**src/rtl/req_encoder32_pkg.sv**
```systemverilog
// Shared definitions for the req_encoder32 slice.
//   REQ_W_DEF / ADR_W_DEF : default request width and index width
//   state_t               : encoder FSM state encoding
package req_encoder32_pkg;

  localparam int REQ_W_DEF = 32;
  localparam int ADR_W_DEF = 5;

  typedef enum logic [1:0] {
    ST_IDLE = 2'd0,
    ST_SCAN = 2'd1,
    ST_FIN  = 2'd2
  } state_t;

endpackage

```
**src/rtl/req_encoder32_if.sv**
```systemverilog
// Handshake bundle between a request producer/consumer and req_encoder32.
//   req    : multi-hot request vector (producer -> encoder)
//   load   : capture strobe           (producer -> encoder)
//   ready  : consumer accepts adr     (consumer -> encoder)
//   adr    : lowest pending index     (encoder -> consumer)
//   valid  : adr is meaningful
//   busy   : capture in progress, load ignored
//   done   : one-cycle completion pulse
//   remain : number of pending bits
interface req_encoder32_if
  import req_encoder32_pkg::*;
#(
  parameter int REQ_W = REQ_W_DEF,
  parameter int ADR_W = ADR_W_DEF
) ();

  logic [REQ_W-1:0] req;
  logic             load;
  logic             ready;
  logic [ADR_W-1:0] adr;
  logic             valid;
  logic             busy;
  logic             done;
  logic [ADR_W:0]   remain;

  modport master (
    output req, load, ready,
    input  adr, valid, busy, done, remain
  );

  modport slave (
    input  req, load, ready,
    output adr, valid, busy, done, remain
  );

endinterface

```
**src/rtl/req_encoder32_prienc32.sv**
```systemverilog
// Combinational lowest-set-bit priority encoder.
//   req : input vector
//   idx : index of the lowest set bit of req (0 when none set)
//   any : at least one bit of req is set
module prienc32 #(
  parameter int REQ_W = 32,
  parameter int ADR_W = 5
) (
  input  logic [REQ_W-1:0] req,
  output logic [ADR_W-1:0] idx,
  output logic             any
);

  // lower[i] is high when some bit below i is set; first is the one-hot
  // isolation of the lowest set bit, and idx is the OR of the indices of
  // its single active line.
  logic [REQ_W-1:0] lower;
  logic [REQ_W-1:0] first;

  always_comb begin
    lower    = '0;
    first    = '0;
    idx      = '0;
    lower[0] = 1'b0;
    for (int i = 1; i < REQ_W; i++) begin
      lower[i] = lower[i-1] | req[i-1];
    end
    for (int i = 0; i < REQ_W; i++) begin
      first[i] = req[i] & ~lower[i];
      idx      = idx | (first[i] ? ADR_W'(i) : '0);
    end
    any = lower[REQ_W-1] | req[REQ_W-1];
  end

endmodule

```
**src/rtl/req_encoder32.sv**
```systemverilog
// Sequential request encoder: captures a multi-hot request vector and emits
// the index of each set bit, lowest first, one per accepted handshake.
//   clk   : rising-edge clock
//   rst_n : asynchronous active-low reset
//   bus   : req_encoder32_if.slave (req/load/ready in; adr/valid/busy/done/remain out)
//
// state   | meaning
// --------+---------------------------------------------------------
// ST_IDLE | waiting for load; req sampled here only
// ST_SCAN | presenting lowest pending index, valid=1
// ST_FIN  | one-cycle done pulse, then back to idle
module req_encoder32
  import req_encoder32_pkg::*;
#(
  parameter int REQ_W = REQ_W_DEF,
  parameter int ADR_W = ADR_W_DEF
) (
  input logic            clk,
  input logic            rst_n,
  req_encoder32_if.slave bus
);

  if (ADR_W != $clog2(REQ_W)) begin : g_bad_width
    $error("req_encoder32: ADR_W must equal clog2(REQ_W)");
  end

  state_t           state_q, state_d;
  logic [REQ_W-1:0] pending_q;
  logic [ADR_W:0]   remain_q;
  logic [ADR_W-1:0] enc_idx;
  logic             enc_any;
  logic             capture;
  logic             accept;

  function automatic logic [ADR_W:0] popcount(input logic [REQ_W-1:0] v);
    logic [ADR_W:0] n;
    n = '0;
    for (int i = 0; i < REQ_W; i++) begin
      n = n + {{ADR_W{1'b0}}, v[i]};
    end
    return n;
  endfunction

  prienc32 #(
    .REQ_W(REQ_W),
    .ADR_W(ADR_W)
  ) u_prienc (
    .req(pending_q),
    .idx(enc_idx),
    .any(enc_any)
  );

  always_ff @(posedge clk or negedge rst_n) begin
    if (!rst_n) begin
      state_q <= ST_IDLE;
    end else begin
      state_q <= state_d;
    end
  end

  // Last beat is detected from the registered count, so the FIN transition
  // does not wait on the encoder output of the cleared vector.
  always_comb begin
    state_d = state_q;
    capture = 1'b0;
    accept  = 1'b0;
    case (state_q)
      ST_IDLE: begin
        if (bus.load) begin
          if (|bus.req) begin
            capture = 1'b1;
            state_d = ST_SCAN;
          end else begin
            state_d = ST_FIN;
          end
        end
      end
      ST_SCAN: begin
        if (bus.ready && enc_any) begin
          accept = 1'b1;
          if (remain_q == (ADR_W+1)'(1)) begin
            state_d = ST_FIN;
          end
        end
      end
      ST_FIN:  state_d = ST_IDLE;
      default: state_d = ST_IDLE;
    endcase
  end

  always_ff @(posedge clk or negedge rst_n) begin
    if (!rst_n) begin
      pending_q <= '0;
      remain_q  <= '0;
    end else if (capture) begin
      pending_q <= bus.req;
      remain_q  <= popcount(bus.req);
    end else if (accept) begin
      pending_q[enc_idx] <= 1'b0;
      remain_q           <= remain_q - (ADR_W+1)'(1);
    end
  end

  assign bus.valid  = (state_q == ST_SCAN) && enc_any;
  assign bus.adr    = bus.valid ? enc_idx : '0;
  assign bus.busy   = (state_q != ST_IDLE);
  assign bus.done   = (state_q == ST_FIN);
  assign bus.remain = remain_q;

endmodule

```
**src/flat_wrapper.sv**
```systemverilog
// flat-port wrapper written by rule: the top's interface ports become plain ports
module req_encoder32_flat import req_encoder32_pkg::*;
#(
  parameter int REQ_W = REQ_W_DEF,
  parameter int ADR_W = ADR_W_DEF
)
  (clk, rst_n, bus_req, bus_load, bus_ready, bus_adr, bus_valid, bus_busy, bus_done, bus_remain);
  req_encoder32_if #(.REQ_W(REQ_W), .ADR_W(ADR_W)) bus_i ();
  input logic clk;
  input logic rst_n;
  input wire logic [$bits(bus_i.req)-1:0] bus_req;
  input wire logic [$bits(bus_i.load)-1:0] bus_load;
  input wire logic [$bits(bus_i.ready)-1:0] bus_ready;
  output wire logic [$bits(bus_i.adr)-1:0] bus_adr;
  output wire logic [$bits(bus_i.valid)-1:0] bus_valid;
  output wire logic [$bits(bus_i.busy)-1:0] bus_busy;
  output wire logic [$bits(bus_i.done)-1:0] bus_done;
  output wire logic [$bits(bus_i.remain)-1:0] bus_remain;
  assign bus_i.req = bus_req;
  assign bus_i.load = bus_load;
  assign bus_i.ready = bus_ready;
  assign bus_adr = bus_i.adr;
  assign bus_valid = bus_i.valid;
  assign bus_busy = bus_i.busy;
  assign bus_done = bus_i.done;
  assign bus_remain = bus_i.remain;
  req_encoder32 #(.REQ_W(REQ_W), .ADR_W(ADR_W)) u_core (.clk(clk), .rst_n(rst_n), .bus(bus_i));
endmodule
```
**config.mk**
```make
export PLATFORM = sky130hd
export DESIGN_NAME = req_encoder32_flat
export DESIGN_NICKNAME = d
export VERILOG_FILES = /design/src/rtl/req_encoder32_pkg.sv /design/src/rtl/req_encoder32_if.sv /design/src/rtl/req_encoder32_prienc32.sv /design/src/rtl/req_encoder32.sv /design/src/flat_wrapper.sv
export SDC_FILE = /design/constraint.sdc
export NUM_CORES = 1
export LEC_CHECK = 0
export ABC_AREA = 1
export BUFFER_PORTS_ARGS = -buffer_cell sky130_fd_sc_hd__buf_4
export CORE_MARGIN = 1
export CORE_UTILIZATION = 59
export DETAILED_ROUTE_END_ITERATION = 10
export HOLD_SLACK_MARGIN = 0.15
export PLACE_DENSITY = 0.82
export SLEW_MARGIN = 20
export SYNTH_ARGS = -nofsm -noshare
export SYNTH_HDL_FRONTEND = slang
export SYNTH_HIERARCHICAL = 1
export SYNTH_SLANG_ARGS = --single-unit
```
**constraint.sdc**
```tcl
create_clock -name clk -period 2.7 [get_ports clk]
set_input_delay 0.405 -clock clk [delete_from_list [all_inputs] [get_ports clk]]
set_output_delay 0.405 -clock clk [all_outputs]
set_load 0.01 [all_outputs]
```
# Word level (Yosys, flattened, before mapping)
# Cells that the tools add are included.
[totals] regBits=40 latch_bits=0 ramBits=0 romBits=0 out_inout_bits=14 n_memories=0
[classes] add_sub_neg=32 multipliers=0 n_div=0 magnitude_cmp=2 eq_ne=6 shifts=0 muxes=48 n_bitwise=125 reduce_logical=8
[op_table] op="$add 6x1->6" count=30
[op_table] op="$mux 5" count=17
[op_table] op="$or 5x5->5" count=15
[op_table] op="$mux 32" count=2
[op_table] op="$and 32x32->32" count=1
[op_table] op="$mux 4" count=8
[op_table] op="$not 32->32" count=1
[op_table] op="$reduce_or 32->1" count=1
[op_table] op="$and 1x1->1" count=31
[op_table] op="$not 1->1" count=31
[op_table] op="$or 1x1->1" count=31
[op_table] op="$or 4x4->4" count=7
[op_table] op="$mux 2" count=6
[op_table] op="$mux 3" count=4
[op_table] op="$mux 6" count=2
[op_table] op="$or 3x3->3" count=3
[op_table] op="$mux 1" count=7
[op_table] op="$eq 6x1->1 const B" count=1
[op_table] op="$lt 5x6->1 const B" count=1
[op_table] op="$sub 6x1->6 const B" count=1
[op_table] op="$demux 1 s5" count=1
[op_table] op="$ge 5x1->1 const B" count=1
[op_table] op="$or 4x5->5" count=1
[op_table] op="$ne 2x1->1 const B" count=2
[op_table] op="13 further kinds" count=16

# Logic depth before layout (Yosys ltp)
# Gate-level depths: netlist (run 1).
[logic_depth] depth_word=42 ltp_mapped=19 depth_no_buf=19

# By module
# The synthesis (run 1) kept the hierarchy.
[by_module_without_submodules] module="req_encoder32" n_inst=1 cells_per_inst=366 area_per_inst_um2=2969.1
[by_module_without_submodules] module="prienc32" n_inst=1 cells_per_inst=106 area_per_inst_um2=568.0

# Worst setup path before layout (run 1)
# No wires, ideal clock.
[synth_timing] path_type="input to register" start="in bus_req[0]" end="reg u_core.remain_q[4], in the netlist u_core/bus.remain[4]" setup_ns=0.117 arrival_time_ns=4.477 required_ns=2.583 slack_ns=-1.894 stages=16 n_path_buf=0 cell_sequence="inv_1 fa_1 fa_1 fa_1 fa_1 fa_1 fa_1 inv_1 ha_1 inv_1 fa_1 o21ai_0 xnor2_1 nand3_1 nand2_1 nand2_1"
[synth_via] elab_chain_cells=32
[synth_rtl] element="start, declared" line_no="flat_wrapper.sv:11" rtl="input wire logic [$bits(bus_i.req)-1:0] bus_req;"
[synth_rtl] element="$add 1x1->2" line_no="req_encoder32.sv:39" rtl="n = n + {{ADR_W{1'b0}}, v[i]};"
[synth_rtl] element="$add 6x1->6 (30 in a row)" line_no="req_encoder32.sv:39"
[synth_rtl] element="$mux 6" line_no="req_encoder32.sv:95" rtl="end else if (capture) begin"
[synth_rtl] element="end signal, assigned" line_no="req_encoder32.sv:97" rtl="remain_q <= popcount(bus.req);"
[synth_rtl] element="end signal, assigned" line_no="req_encoder32.sv:100" rtl="remain_q <= remain_q - (ADR_W+1)'(1);"
[synth_rtl] element="end, declared" line_no="req_encoder32.sv:29" rtl="logic [ADR_W:0] remain_q;"
# Parallel ways exist; a longest one is shown, timed or not.
# A chain may end at the register's enable or synchronous reset.

# Worst setup path after layout (run 1)
[layout_timing] start="in bus_req[15]" end="reg u_core.remain_q[4], in the netlist u_core/bus.remain[4]"
[layout_via] elab_chain_cells=18
[layout_rtl] element="$add 6x1->6 (17 in a row)" line_no="req_encoder32.sv:39"
[layout_rtl] element="$mux 6" line_no="req_encoder32.sv:95"
# Parallel ways exist; a longest one is shown, timed or not.

==> results.sh, run 1 <==
export IMPL_synthesis_nets=542
export IMPL_htreeDepth=2
export IMPL_ys_seq_elements=40
export IMPL_drt_iter0_markers=420
export IMPL_postSynthAreaPerCell_um2=7.49
export IMPL_hold_path_endpoint="u_core/pending_q[11]"
export IMPL_final_antenna_net_count=0
export IMPL_violations="negative setup slack"
export IMPL_async_reset_ff_share_pct=100
export IMPL_final_common_cell="buf_4"
export IMPL_dieArea_mm2=0.00631
export IMPL_cts_buffer_depth=2
export IMPL_fin_crit_sh_pct=165
export IMPL_pre_cts_slack_ns=-1.97
export IMPL_grt_use_total_pct=35.8
export IMPL_cts_clk_slew_worst_paths_ns=0.08
export IMPL_num_antenna_cells=0
export IMPL_critPathArrivalTime_ns=4.63
export IMPL_cts_sinks=40
export IMPL_min_path_cells=3
export IMPL_wl_per_cell_um=17.3
export IMPL_cts_tree="built"
export IMPL_placed_cells=615
export IMPL_fin_cells=654
export IMPL_endpoint_kind="register"
export IMPL_drc=0
export IMPL_vias_per_cell=5.88
export IMPL_regToRegSetupSlack_ns=-0.01
export IMPL_grt_pass1_vias=3629
export IMPL_dpl_cell_area_mm2=0.00421
export IMPL_relSlewSlack_pct=65.1
export IMPL_synth_edf_count=0
export IMPL_drtPass1Iterations=6
export IMPL_core_area_mm2=0.00564
export IMPL_setup_ws_ns=-1.75
export IMPL_total_power_mw=6.26
export IMPL_setup_tns_ns=-9.95
export IMPL_hp_class="in -> reg"
export IMPL_synth_cell_types=34
export IMPL_grt_ovfl_total=0
export IMPL_fillers=324
export IMPL_seq_area_frac_synth_pct=28.3
export IMPL_drive_gt1_share_pct=37.6
export IMPL_initial_utilization_pct=62.7
export IMPL_hold_viol=0
export IMPL_reg2reg_from="u_core/pending_q[6]"
export IMPL_cp_max_fo=2
export IMPL_antenna_found_initial=0
export IMPL_ys_warn_count=6
export IMPL_slew_viol_final=0
export IMPL_ys_flop_type="dfrtp_1"
export IMPL_grt_max_degree=55
export IMPL_syn2layout_area_growth_pct=36.2
export IMPL_max_freq_mhz=225
export IMPL_clock_latency_ns=0.30
export IMPL_routabilityCongestion=0.956
export IMPL_setup_violations=12
export IMPL_hold_start="bus_req[11]"
export IMPL_io_pin_count=50
export IMPL_die_height_um=79.4
export IMPL_outcome="finished with violations"
export IMPL_worstSetupStartpointType="input pin"
export IMPL_cts_buffers=5
export IMPL_postRouteWirelength_mm=11.3
export IMPL_fin_nets=652
export IMPL_cp_required_ns=2.88
export IMPL_num_vias=3847
export IMPL_cap_violations=0
export IMPL_dp_hpwl_mm=7.61
export IMPL_fin_crit_ns=4.45
export IMPL_r2r_end="u_core/bus.remain[4]"
export IMPL_fp_row_count=27
export IMPL_syn_cell_area_mm2=0.00354
export IMPL_grt_pass1_wl_mm=17.1
export IMPL_mostFrequentLayoutCells="buf_4, nand2_1, inv_1"
export IMPL_r2r_cells=18
export IMPL_tightest_slew_ns=0.524
export IMPL_critical_path_class="in -> reg"
export IMPL_leakage_nw=2.40
export IMPL_postSynthCellCount=472
export IMPL_vdd_drop_max_v=0.00207
export IMPL_die_w_um=79.4
export IMPL_power_density_mw_per_mm2=1300
export IMPL_rsz0062_at_grt="true"
export IMPL_numPortBuffers=49
export IMPL_clock_skew_final_ns=0.00842
export IMPL_root_buffer="clkbuf_8"
export IMPL_final_area_mm2=0.00482
==> report_power, final <==
part | internal [mW] | switching, mW
Combinational | 2.06 | 2.42
Sequential | 0.889 | 0.315
Clock | 0.364 | 0.211
==> worst max-delay path: stages <==
cell     delay (ns)
buf_6          0.08
inv_2          0.03
fa_1           0.53
fa_2           0.62
fa_2           0.44
fa_1           0.50
fa_1           0.43
fa_1           0.47
inv_2          0.08
ha_4           0.13
inv_2          0.03
fa_2           0.35
o21ai_2        0.14
xnor2_1        0.16
nand3_1        0.11
nand2_1        0.08
nand2_1        0.05
==> layer usage <==
layer | up-vias | share of wire [%] | GRT usage, % | wire, um
met2 | 275 | 49 | 58.6 | 5570
met1 | 1810 | 39 | 48.0 | 4410
met4 | 0 | 3.3 | 14.0 | 377
li1 | 1708 | - | - | -
met5 | - | 0 | 0 | 0
met3 | 54 | 8.4 | 4.80 | 954
==> stage by stage <==
stage / utilization (%) / hold WS, ns
final: 85.4 / 0.344
after global routing: 85.4 / 0.340
after CTS: 81.5 / 0.337
after detailed placement: 74.6 / 0.408
after global placement: 74.6 / 0.403
after floorplan: - / 0.109
==> cell families after synthesis <==
logic type | Yosys count | share of synthesized area [%]
compound gates | 83 | 13.4
simple gates | 209 | 28.1
flops | 40 | 28.3
fa+ha+maj | 34 | 17.1
buf+inv | 101 | 11.8
xor+xnor | 5 | 1.24
==> worst max path at each step <==
stage / from / endpoint / slack [ns]
2_1_floorplan: bus_req[17] / u_core/bus.remain[4] / -1.69
3_3_place_gp: bus_req[11] / u_core/bus.remain[4] / -1.91
3_5_place_dp: bus_req[17] / u_core/bus.remain[4] / -1.97
4_1_cts: bus_req[17] / u_core/bus.remain[4] / -1.61
5_1_grt: bus_req[17] / u_core/bus.remain[4] / -1.93
6_report: bus_req[15] / u_core/bus.remain[4] / -1.75
==> final cells by class <==
type	count	area (um^2)	share of cell area, %
clock buffer	5	68.8	1.43
clock inverter	2	60.1	1.25
inverter	93	362	7.50
multi-input combinational	331	2330	48.3
sequential	40	1000	20.8
tap	72	90.1	1.87
timing repair buffer	111	910	18.9
==> synth_stat cells (all sizes together), types with 2 or more instances <==
cell	number	share of area, %
o21ai	72	11
a31oi	2	0.35
nand4	10	2.4
dfrtp	40	28
ha	10	3.5
nand2	96	11
inv	93	9.9
fa	24	14
nor2	55	7.3
nand3b	5	1.1
buf	7	1.9
a21oi	5	0.71
nand3	38	5.9
xor2	2	0.50
xnor2	3	0.74
nor3	4	0.71
==> state kept, by name, summed over array words and instances (netlist names) <==
register / count
u_core/pending_q: 32
u_core/bus.remain: 6
u_core/state_q: 2
==> repair_timing <==
action,4_1_cts,5_1_grt
endpoints found under the setup margin,13,44
resized for setup,26,67
endpoints found under the hold margin,40,0
buffers inserted,20,11
hold buffers,1,0
pin swaps,20,29
No activity file was read; power rests on OpenSTA's default activity.
==> run 2, diff against run 1 <==
--- a/config.mk
+++ b/config.mk
@@ -11,6 +11,7 @@
 export CORE_UTILIZATION = 59
 export DETAILED_ROUTE_END_ITERATION = 10
 export HOLD_SLACK_MARGIN = 0.15
+export MAX_ROUTING_LAYER = met4
 export PLACE_DENSITY = 0.82
 export SLEW_MARGIN = 20
 export SYNTH_ARGS = -nofsm -noshare
==> run 2 against run 1 <==
Net effect: critical path type unchanged; cell count increased by 0.92%; routed wire length rose by 9.0%; sequential power about the same; via count rose by 2.7%; register-to-register slack got worse by 0.19 ns; the flow still finishes with violations (negative setup slack); critical path depth rose by 1; fmax grew 2.2%.
==> results.sh, run 2 (synthesis results as in run 1) <==
export IMPL_outcome="finished with violations"
export IMPL_violations="negative setup slack"
export IMPL_regToRegSetupSlack_ns=-0.20
export IMPL_die_w_um=79.4
export IMPL_fin_cells=660
export IMPL_initial_utilization_pct=62.7
export IMPL_htreeDepth=2
export IMPL_core_area_mm2=0.00564
export IMPL_final_antenna_net_count=0
export IMPL_crit_end="u_core/bus.remain[3]"
export IMPL_antenna_found_initial=0
export IMPL_r2r_end="u_core/pending_q[0]"
export IMPL_cts_buffers=5
export IMPL_relSlewSlack_pct=65.2
export IMPL_postRouteWirelength_mm=12.3
export IMPL_largest_register="u_core/pending_q"
export IMPL_max_freq_mhz=230
export IMPL_grt_pass1_wl_mm=17.0
export IMPL_endpoint_kind="register"
export IMPL_vdd_drop_max_v=0.00212
export IMPL_drt_iter0_markers=598
export IMPL_tightest_slew_ns=0.522
export IMPL_setup_tns_ns=-11.97
export IMPL_critical_path_class="in -> reg"
export IMPL_critPathArrivalTime_ns=4.54
export IMPL_root_buffer="clkbuf_8"
export IMPL_num_antenna_cells=0
export IMPL_num_vias=3950
export IMPL_vias_per_cell=5.98
export IMPL_fp_row_count=27
export IMPL_setup_ws_ns=-1.65
export IMPL_dieArea_mm2=0.00631
export IMPL_power_density_mw_per_mm2=1280
export IMPL_grt_max_degree=56
export IMPL_reg2reg_from="u_core/pending_q[9]"
export IMPL_drtPass1Iterations=7
export IMPL_mostFrequentLayoutCells="buf_4, nand2_1, inv_1"
export IMPL_hold_viol=0
export IMPL_cts_clk_slew_worst_paths_ns=0.08
export IMPL_cts_buffer_depth=2
export IMPL_largest_register_ffs=32
export IMPL_grt_use_total_pct=36.8
export IMPL_clock_skew_final_ns=0.00592
export IMPL_drive_gt1_share_pct=37.2
export IMPL_grt_ovfl_total=0
export IMPL_drc=0
export IMPL_worstSetupStartpointType="input pin"
export IMPL_cp_required_ns=2.89
export IMPL_critical_path_startpoint="bus_req[13]"
export IMPL_r2r_cells=17
export IMPL_fillers=335
export IMPL_hold_start="bus_req[3]"
export IMPL_numPortBuffers=49
export IMPL_rsz0062_at_grt="true"
export IMPL_syn2layout_area_growth_pct=36.8
export IMPL_placed_cells=617
export IMPL_io_pin_count=50
export IMPL_fin_crit_sh_pct=161
export IMPL_cts_sinks=40
export IMPL_fin_nets=657
export IMPL_fin_crit_ns=4.35
export IMPL_slew_viol_final=0
export IMPL_wl_per_cell_um=18.7
export IMPL_cap_violations=0
export IMPL_clock_latency_ns=0.30
export IMPL_die_height_um=79.4
export IMPL_grt_pass1_vias=3551
export IMPL_dp_hpwl_mm=7.64
export IMPL_final_common_cell="buf_4"
export IMPL_hold_worst_slack_ns=0.345
export IMPL_cp_max_fo=2
export IMPL_hp_class="in -> reg"
export IMPL_routabilityCongestion=0.978
export IMPL_cts_tree="built"
export IMPL_setup_violations=36
export IMPL_leakage_nw=2.41
-- run 2: worst min path at each step --
stage | cells past startpoint | endpoint | slack [ns]
floorplan | 0 | u_core/bus.remain[0] | 0.11
global placement | 1 | u_core/pending_q[23] | 0.40
detailed placement | 1 | u_core/pending_q[22] | 0.41
CTS | 3 | u_core/pending_q[11] | 0.33
global route | 3 | u_core/pending_q[8] | 0.35
finish | 3 | u_core/pending_q[3] | 0.35
-- run 2: repair_timing --
action,CTS,global route
hold endpoints to repair,40,0
gates resized for setup,26,65
hold buffers,1,0
buffers inserted,20,16
setup endpoints to repair,13,44
pin swaps,19,28
-- run 2: critical path, stage by stage --
cell,delay (ns)
buf_4,0.12
inv_4,0.04
fa_1,0.53
fa_1,0.47
fa_2,0.38
inv_2,0.07
fa_2,0.42
fa_1,0.54
inv_1,0.05
fa_1,0.50
inv_1,0.08
ha_1,0.31
nand3_1,0.08
nand2_1,0.09
xnor2_1,0.15
nand3_1,0.12
nand2_1,0.11
nand2_1,0.06
-- run 2: cell type report --
type	instances	area, um^2	area share [%]
timing repair buffer	116	942	19.5
inverter	93	372	7.68
clock buffer	6	72.6	1.50
sequential	40	1000	20.7
clock inverter	2	35.0	0.724
tap	72	90.1	1.86
multi-input combinational	331	2330	48.1
-- run 2: routing by layer --
layer	vias to the layer above	track usage, %	wire length (um)
li1	1732	-	-
met1	1838	46.9	4510
met2	302	59.3	5980
met3	78	5.71	1240
met4	0	14.2	603
met5	-	-	0
-- run 2: report_power, final --
| group | switching [mW] | total [mW] | leakage [nW] | internal (mW) |
|---|---|---|---|---|
| Sequential | 0.317 | 1.20 | 0.494 | 0.888 |
| Combinational | 2.44 | 4.48 | 1.86 | 2.04 |
| Clock | 0.229 | 0.504 | 0.0552 | 0.275 |
| Total | 2.99 | 6.19 | 2.41 | 3.20 |
-- run 2: stage by stage --
stage	power [mW]	worst slack [ns]	cell area, um^2	util, %
floorplan	3.61	-1.69	3580	-
global placement	4.47	-1.93	4220	74.9
detailed placement	4.66	-1.95	4220	74.9
CTS	5.59	-1.61	4560	80.9
global route	6.64	-1.78	4840	85.8
finish	6.19	-1.65	4840	85.8
